$ cat src/rtl/uart_loader.sv
// Parses framed program images arriving from the UART receiver and writes them as 32-bit words
// into instruction memory, holding the CPU in reset while a load is in progress.
module uart_loader #(
    parameter int unsigned ADDR_WIDTH     = 10,
    parameter logic [7:0]  SYNC_BYTE      = 8'hA5,
    parameter int unsigned TIMEOUT_CYCLES = 1_000_000
) (
    input  logic                  clk,
    input  logic                  reset,
    input  logic [7:0]            rx_dout,
    input  logic                  rx_done_tick,
    output logic                  mem_we,
    output logic [ADDR_WIDTH-1:0] mem_addr,
    output logic [31:0]           mem_wdata,
    output logic                  busy,
    output logic                  cpu_hold,
    output logic                  load_done_tick,
    output logic                  load_err_tick
);

    localparam int unsigned     TmoW    = $clog2(TIMEOUT_CYCLES + 1);
    localparam logic [TmoW-1:0] TmoLast = TmoW'(TIMEOUT_CYCLES - 1);
    localparam logic [16:0]     MaxLen  = 17'(1) << ADDR_WIDTH;

    typedef enum logic [2:0] {StIdle, StLenLo, StLenHi, StData, StCsum} state_e;

    state_e                state_q, state_d;
    logic [15:0]           len_q, len_d;
    logic [15:0]           word_idx_q, word_idx_d;
    logic [7:0]            csum_q, csum_d;
    logic [1:0]            byte_cnt_q, byte_cnt_d;
    logic [23:0]           shift_q, shift_d;
    logic [TmoW-1:0]       tmo_q, tmo_d;
    logic                  mem_we_q, mem_we_d;
    logic [ADDR_WIDTH-1:0] mem_addr_q, mem_addr_d;
    logic [31:0]           mem_wdata_q, mem_wdata_d;
    logic                  busy_q, busy_d;
    logic                  done_q, done_d;
    logic                  err_q, err_d;

    logic [15:0] len_full;
    logic        oversize;
    logic        timeout;
    logic        word_end;
    logic        last_word;

    assign len_full  = {rx_dout, len_q[7:0]};
    assign oversize  = {1'b0, len_full} > MaxLen;
    // A byte arriving in the limit cycle takes priority over the timeout.
    assign timeout   = (state_q != StIdle) && !rx_done_tick && (tmo_q == TmoLast);
    assign word_end  = rx_done_tick && (byte_cnt_q == 2'd3);
    assign last_word = (word_idx_q == len_q - 16'd1);

    always_ff @(posedge clk) begin
        if (reset) begin
            state_q <= StIdle;
        end else begin
            state_q <= state_d;
        end
    end

    always_comb begin
        state_d = state_q;
        if (timeout) begin
            state_d = StIdle;
        end else if (rx_done_tick) begin
            case (state_q)
                StIdle:  if (rx_dout == SYNC_BYTE) state_d = StLenLo;
                StLenLo: state_d = StLenHi;
                StLenHi: begin
                    if (oversize)             state_d = StIdle;
                    else if (len_full == '0)  state_d = StCsum;
                    else                      state_d = StData;
                end
                StData:  if (word_end && last_word) state_d = StCsum;
                StCsum:  state_d = StIdle;
                default: state_d = StIdle;
            endcase
        end
    end

    always_comb begin
        len_d       = len_q;
        word_idx_d  = word_idx_q;
        csum_d      = csum_q;
        byte_cnt_d  = byte_cnt_q;
        shift_d     = shift_q;
        tmo_d       = (state_q == StIdle || rx_done_tick) ? '0 : tmo_q + TmoW'(1);
        mem_we_d    = 1'b0;
        mem_addr_d  = mem_addr_q;
        mem_wdata_d = mem_wdata_q;
        busy_d      = (state_d != StIdle);
        done_d      = 1'b0;
        err_d       = timeout;
        if (rx_done_tick) begin
            case (state_q)
                StIdle: begin
                    if (rx_dout == SYNC_BYTE) begin
                        csum_d     = '0;
                        word_idx_d = '0;
                        byte_cnt_d = '0;
                    end
                end
                StLenLo: begin
                    len_d[7:0] = rx_dout;
                    csum_d     = csum_q ^ rx_dout;
                end
                StLenHi: begin
                    len_d  = len_full;
                    csum_d = csum_q ^ rx_dout;
                    err_d  = oversize;
                end
                StData: begin
                    csum_d     = csum_q ^ rx_dout;
                    byte_cnt_d = byte_cnt_q + 2'd1;
                    shift_d    = {rx_dout, shift_q[23:8]};
                    if (word_end) begin
                        mem_we_d    = 1'b1;
                        mem_addr_d  = word_idx_q[ADDR_WIDTH-1:0];
                        mem_wdata_d = {rx_dout, shift_q};
                        word_idx_d  = word_idx_q + 16'd1;
                    end
                end
                StCsum: begin
                    if (rx_dout == csum_q) done_d = 1'b1;
                    else                   err_d  = 1'b1;
                end
                default: ;
            endcase
        end
    end

    always_ff @(posedge clk) begin
        if (reset) begin
            len_q       <= '0;
            word_idx_q  <= '0;
            csum_q      <= '0;
            byte_cnt_q  <= '0;
            shift_q     <= '0;
            tmo_q       <= '0;
            mem_we_q    <= 1'b0;
            mem_addr_q  <= '0;
            mem_wdata_q <= '0;
            busy_q      <= 1'b0;
            done_q      <= 1'b0;
            err_q       <= 1'b0;
        end else begin
            len_q       <= len_d;
            word_idx_q  <= word_idx_d;
            csum_q      <= csum_d;
            byte_cnt_q  <= byte_cnt_d;
            shift_q     <= shift_d;
            tmo_q       <= tmo_d;
            mem_we_q    <= mem_we_d;
            mem_addr_q  <= mem_addr_d;
            mem_wdata_q <= mem_wdata_d;
            busy_q      <= busy_d;
            done_q      <= done_d;
            err_q       <= err_d;
        end
    end

    assign mem_we         = mem_we_q;
    assign mem_addr       = mem_addr_q;
    assign mem_wdata      = mem_wdata_q;
    assign busy           = busy_q;
    assign cpu_hold       = busy_q;
    assign load_done_tick = done_q;
    assign load_err_tick  = err_q;

endmodule

$ cat config.mk
export PLATFORM = sky130hd
export DESIGN_NAME = uart_loader
export DESIGN_NICKNAME = d
export VERILOG_FILES = /design/src/rtl/uart_loader.sv
export SDC_FILE = /design/constraint.sdc
export NUM_CORES = 1
export LEC_CHECK = 0
export ABC_AREA = 1
export BUFFER_PORTS_ARGS = -buffer_cell sky130_fd_sc_hd__buf_2
export CELL_PAD_IN_SITES_DETAIL_PLACEMENT = 0
export CELL_PAD_IN_SITES_GLOBAL_PLACEMENT = 1
export CORE_MARGIN = 3
export CORE_UTILIZATION = 25
export CTS_CLUSTER_SIZE = 10
export DETAILED_ROUTE_END_ITERATION = 12
export GPL_TIMING_DRIVEN = 1
export PLACE_DENSITY = 0.54
export REMOVE_ABC_BUFFERS = 1
export SYNTH_ARGS = -nofsm -noshare
export SYNTH_HDL_FRONTEND = slang
export SYNTH_SLANG_ARGS = --single-unit
$ cat constraint.sdc
create_clock -name clk -period 3 [get_ports clk]
set_clock_uncertainty 0.15 [all_clocks]
set_input_delay 0.15 -clock clk [delete_from_list [all_inputs] [get_ports clk]]
set_output_delay 0.15 -clock clk [all_outputs]
set_load 0.05 [all_outputs]
==> impl_metrics.tcl <==
set metrics [dict create \
    crit_required_ps 3150 \
    postCtsHoldBufs 9 \
    max_slew_margin_pct 48.11 \
    start_util_pct 25.96 \
    die_w_um 160.7 \
    ys_seq_area_share_pct 45.15 \
    internal-power_w 0.003180 \
    grt.overflow.total 0 \
    core_um2 23050 \
    r2r_start "len_q[0]" \
    post-route-min-period_ps 2345 \
    n_antenna_cell 0 \
    wl_mm 16.64 \
    setup.worst_path.start "len_q[0]" \
    syn_to_final_growth_pct 22.14 \
    die_h_um 160.7 \
    worstMarginPinSlew_ps 777.5 \
    ys_types 44 \
    pre_cts_ws_ps 600.0 \
    placed_cells 1147 \
    leakage_nw 3.090 \
    antenna_found_initial 0 \
    gp_congestion 0.7434 \
    post_cts_buffers 0 \
    cts_root_buffer "clkbuf_16" \
    report.final.slew_viol_count 0 \
    netSwitchingFraction_pct 26.22 \
    synthesis.area_um2 5986 \
    cp_max_fo 8 \
    vias 5155 \
    final-seq-area_um2 2703 \
    async_reset_ff_share_pct 0 \
    grt_first_pass_wirelength_mm 27.70 \
    synth_ff_type "dfxtp_1" \
    cts_tree "built" \
    ir_drop_mv 0.3283 \
    end_kind "flip-flop" \
    p_per_area_nw_per_um2 589.6 \
    stdcell_count 1188 \
    numCtsBuffers 17 \
    holdCritPathClass "input port to flip-flop" \
    rows 55 \
    routedWlPerCell_um 14.01 \
    yosys_warnings 0 \
    rsz0062_at_grt "no" \
    pwr-share-clk_pct 51.2 \
    h-tree-depth 4 \
    crit_path_end "busy" \
    drc 0 \
    cts.sinks 135 \
    critPathLaunchType "flip-flop" \
    io_pins 58 \
    setup_slack_ps 654.9 \
    p_comb_share_pct 6.5 \
    r2r-end "busy" \
    setup_viol 0 \
    cts_max_path_buffers 2 \
    status "completed" \
    arrival_ps 2490 \
    gr-usage-all-layers_pct 13.35 \
    power_frac_seq_pct 42.3 \
    multi_input_area_um2 2788 \
    die_area_um2 25840 \
    drt-pass1-iter-count 4 \
    grt_max_degree 60 \
    drtIter0Drc 272 \
    r2r_cells 17 \
    worstSkewPairLatency_ps 420 \
    finalPower_w 0.004311 \
    cts.reportedPaths.clkPinSlew_ps 60 \
    drive_above_1_share_pct 14.86 \
    cts-resized-gates 0 \
    antenna_left 0 \
    fin_crit_sh_pct 78.17 \
    synth_edf_count 0 \
    drv_cap 0 \
    vias_per_cell 4.339 \
    ys_ff_latch 135 \
    fill_cells 2530 \
    numPortBuffers 57 \
    path_class "flip-flop to flip-flop" \
    r2r_slack_ps 650 \
    hold_viol_final 0 \
    syn_area_per_cell_um2 7.501 \
    grt_pass1_vias 5084 \
    max_freq_mhz 426.4 \
    final_nets 877 \
    p_switching_w 0.001130 \
    dp_hpwl_mm 11.79 \
    finalSetupTns_ps 0 \
    synth_cells 798 \
]
[power by group through the flow]
stage          combinational [W]  clock (W)  sequential [W]
2_1_floorplan           0.000178          0         0.00187
3_3_place_gp            0.000276          0         0.00187
3_5_place_dp            0.000272          0         0.00187
4_1_cts                 0.000283    0.00228         0.00183
5_1_grt                 0.000321    0.00238         0.00183
6_report                0.000278    0.00221         0.00183
[sequential cells by signal (all words and copies together), names as in the netlist]
register	count
mem_we	1
shift_q	24
byte_cnt_q	2
mem_addr	10
state_q	3
load_done_tick	1
csum_q	8
busy	1
load_err_tick	1
mem_wdata	32
word_idx_q	16
tmo_q	20
len_q	16
[logic make-up after synthesis]
group / count (synthesis) / synth area share (%)
simple gates: 310 / 24.25
compound gates: 195 / 17.54
flops: 135 / 45.15
buf+inv: 127 / 8.277
xor+xnor: 27 / 3.951
fa+ha+maj: 4 / 0.8362
[per-layer routing]
layer,GRT usage (%),vias to the layer above,routed length (um)
met4,2.777,0,92
li1,-,2768,-
met3,3.585,6,474
met5,0,-,0
met2,21.04,44,7418
met1,18.40,2337,8652
[worst min path at each step]
stage	start	end	slack (ps)	cells past startpoint
4_1_cts	rx_done_tick	byte_cnt_q[1]	10	4
3_5_place_dp	tmo_q[0]	tmo_q[0]	290	1
2_1_floorplan	reset	byte_cnt_q[1]	70	1
3_3_place_gp	tmo_q[0]	tmo_q[0]	290	1
6_report	rx_done_tick	byte_cnt_q[0]	50	4
5_1_grt	rx_done_tick	state_q[0]	40	4
[cell usage in the layout, fill, tap and decap left out, drive strengths merged]
cell,netlist,layout
dfxtp,135,135
o211a,7,7
nand4,15,15
o211ai,2,2
and2,1,1
buf,11,65
dlygate4sd3,0,9
nor4,5,5
or2,2,2
nand2,133,133
o21a,2,2
inv,95,104
xnor2,12,12
or4,1,1
a31oi,2,2
a21oi,76,76
clkinv,3,6
ha,4,4
a211oi,3,3
nor2,83,83
nand3,45,45
bufinv,0,2
o21ai,103,103
nand3b,5,5
clkinvlp,0,1
nor3b,4,4
xor2,15,15
nor3,16,16
clkbuf,18,17
[layout make-up]
type                    instances  share of cell area, %
flip-flops and latches        135                  36.97
clock buffers                  17                  5.819
multi-input cells             536                  38.13
well taps                     313                  5.357
clock inverters                15                  2.738
inverters                      98                  5.032
repair buffers                 74                  5.956
[critical path, stage by stage (launching register included)]
cell     delay [ps]
dfxtp_1         350
inv_1            80
ha_1            190
nand3_1         200
nor2_4          280
nand2_1          80
nand2_1          80
nand2_1          70
nor2_1           80
nand2_1          50
nor2_1          130
nand2_1          70
nand2_1          80
nand4_1          90
nand2_1         100
nand2_1          50
inv_1            40
nand2_1          40
[cells in the mapped netlist (3+ instances only)]
cell | instances | area [um^2]
a211oi_1 | 3 | 22.52
a21oi_1 | 74 | 370.4
buf_1 | 5 | 18.77
buf_2 | 3 | 15.01
clkbuf_1 | 18 | 67.56
clkinv_1 | 3 | 11.26
dfxtp_1 | 135 | 2703
ha_1 | 4 | 50.05
inv_1 | 87 | 326.6
inv_2 | 8 | 30.03
nand2_1 | 130 | 488.0
nand3_1 | 44 | 220.2
nand3b_1 | 5 | 37.54
nand4_1 | 15 | 93.84
nor2_1 | 72 | 270.3
nor2_2 | 7 | 43.79
nor2_4 | 4 | 45.04
nor3_1 | 13 | 65.06
nor4_1 | 4 | 25.02
o211a_1 | 7 | 70.07
o21ai_0 | 90 | 450.4
o21ai_1 | 12 | 60.06
xnor2_1 | 12 | 105.1
xor2_1 | 15 | 131.4
[stage by stage]
stage	cell area [um^2]	hold slack [ps]	utilization, %
final	7311	46.19	31.71
after global routing	7311	36.64	31.71
after CTS	7311	13.04	31.71
after detailed placement	6595	294.5	28.61
after global placement	6595	286.9	28.61
after floorplan	5858	69.07	-
(Power assumes the default switching activity.)
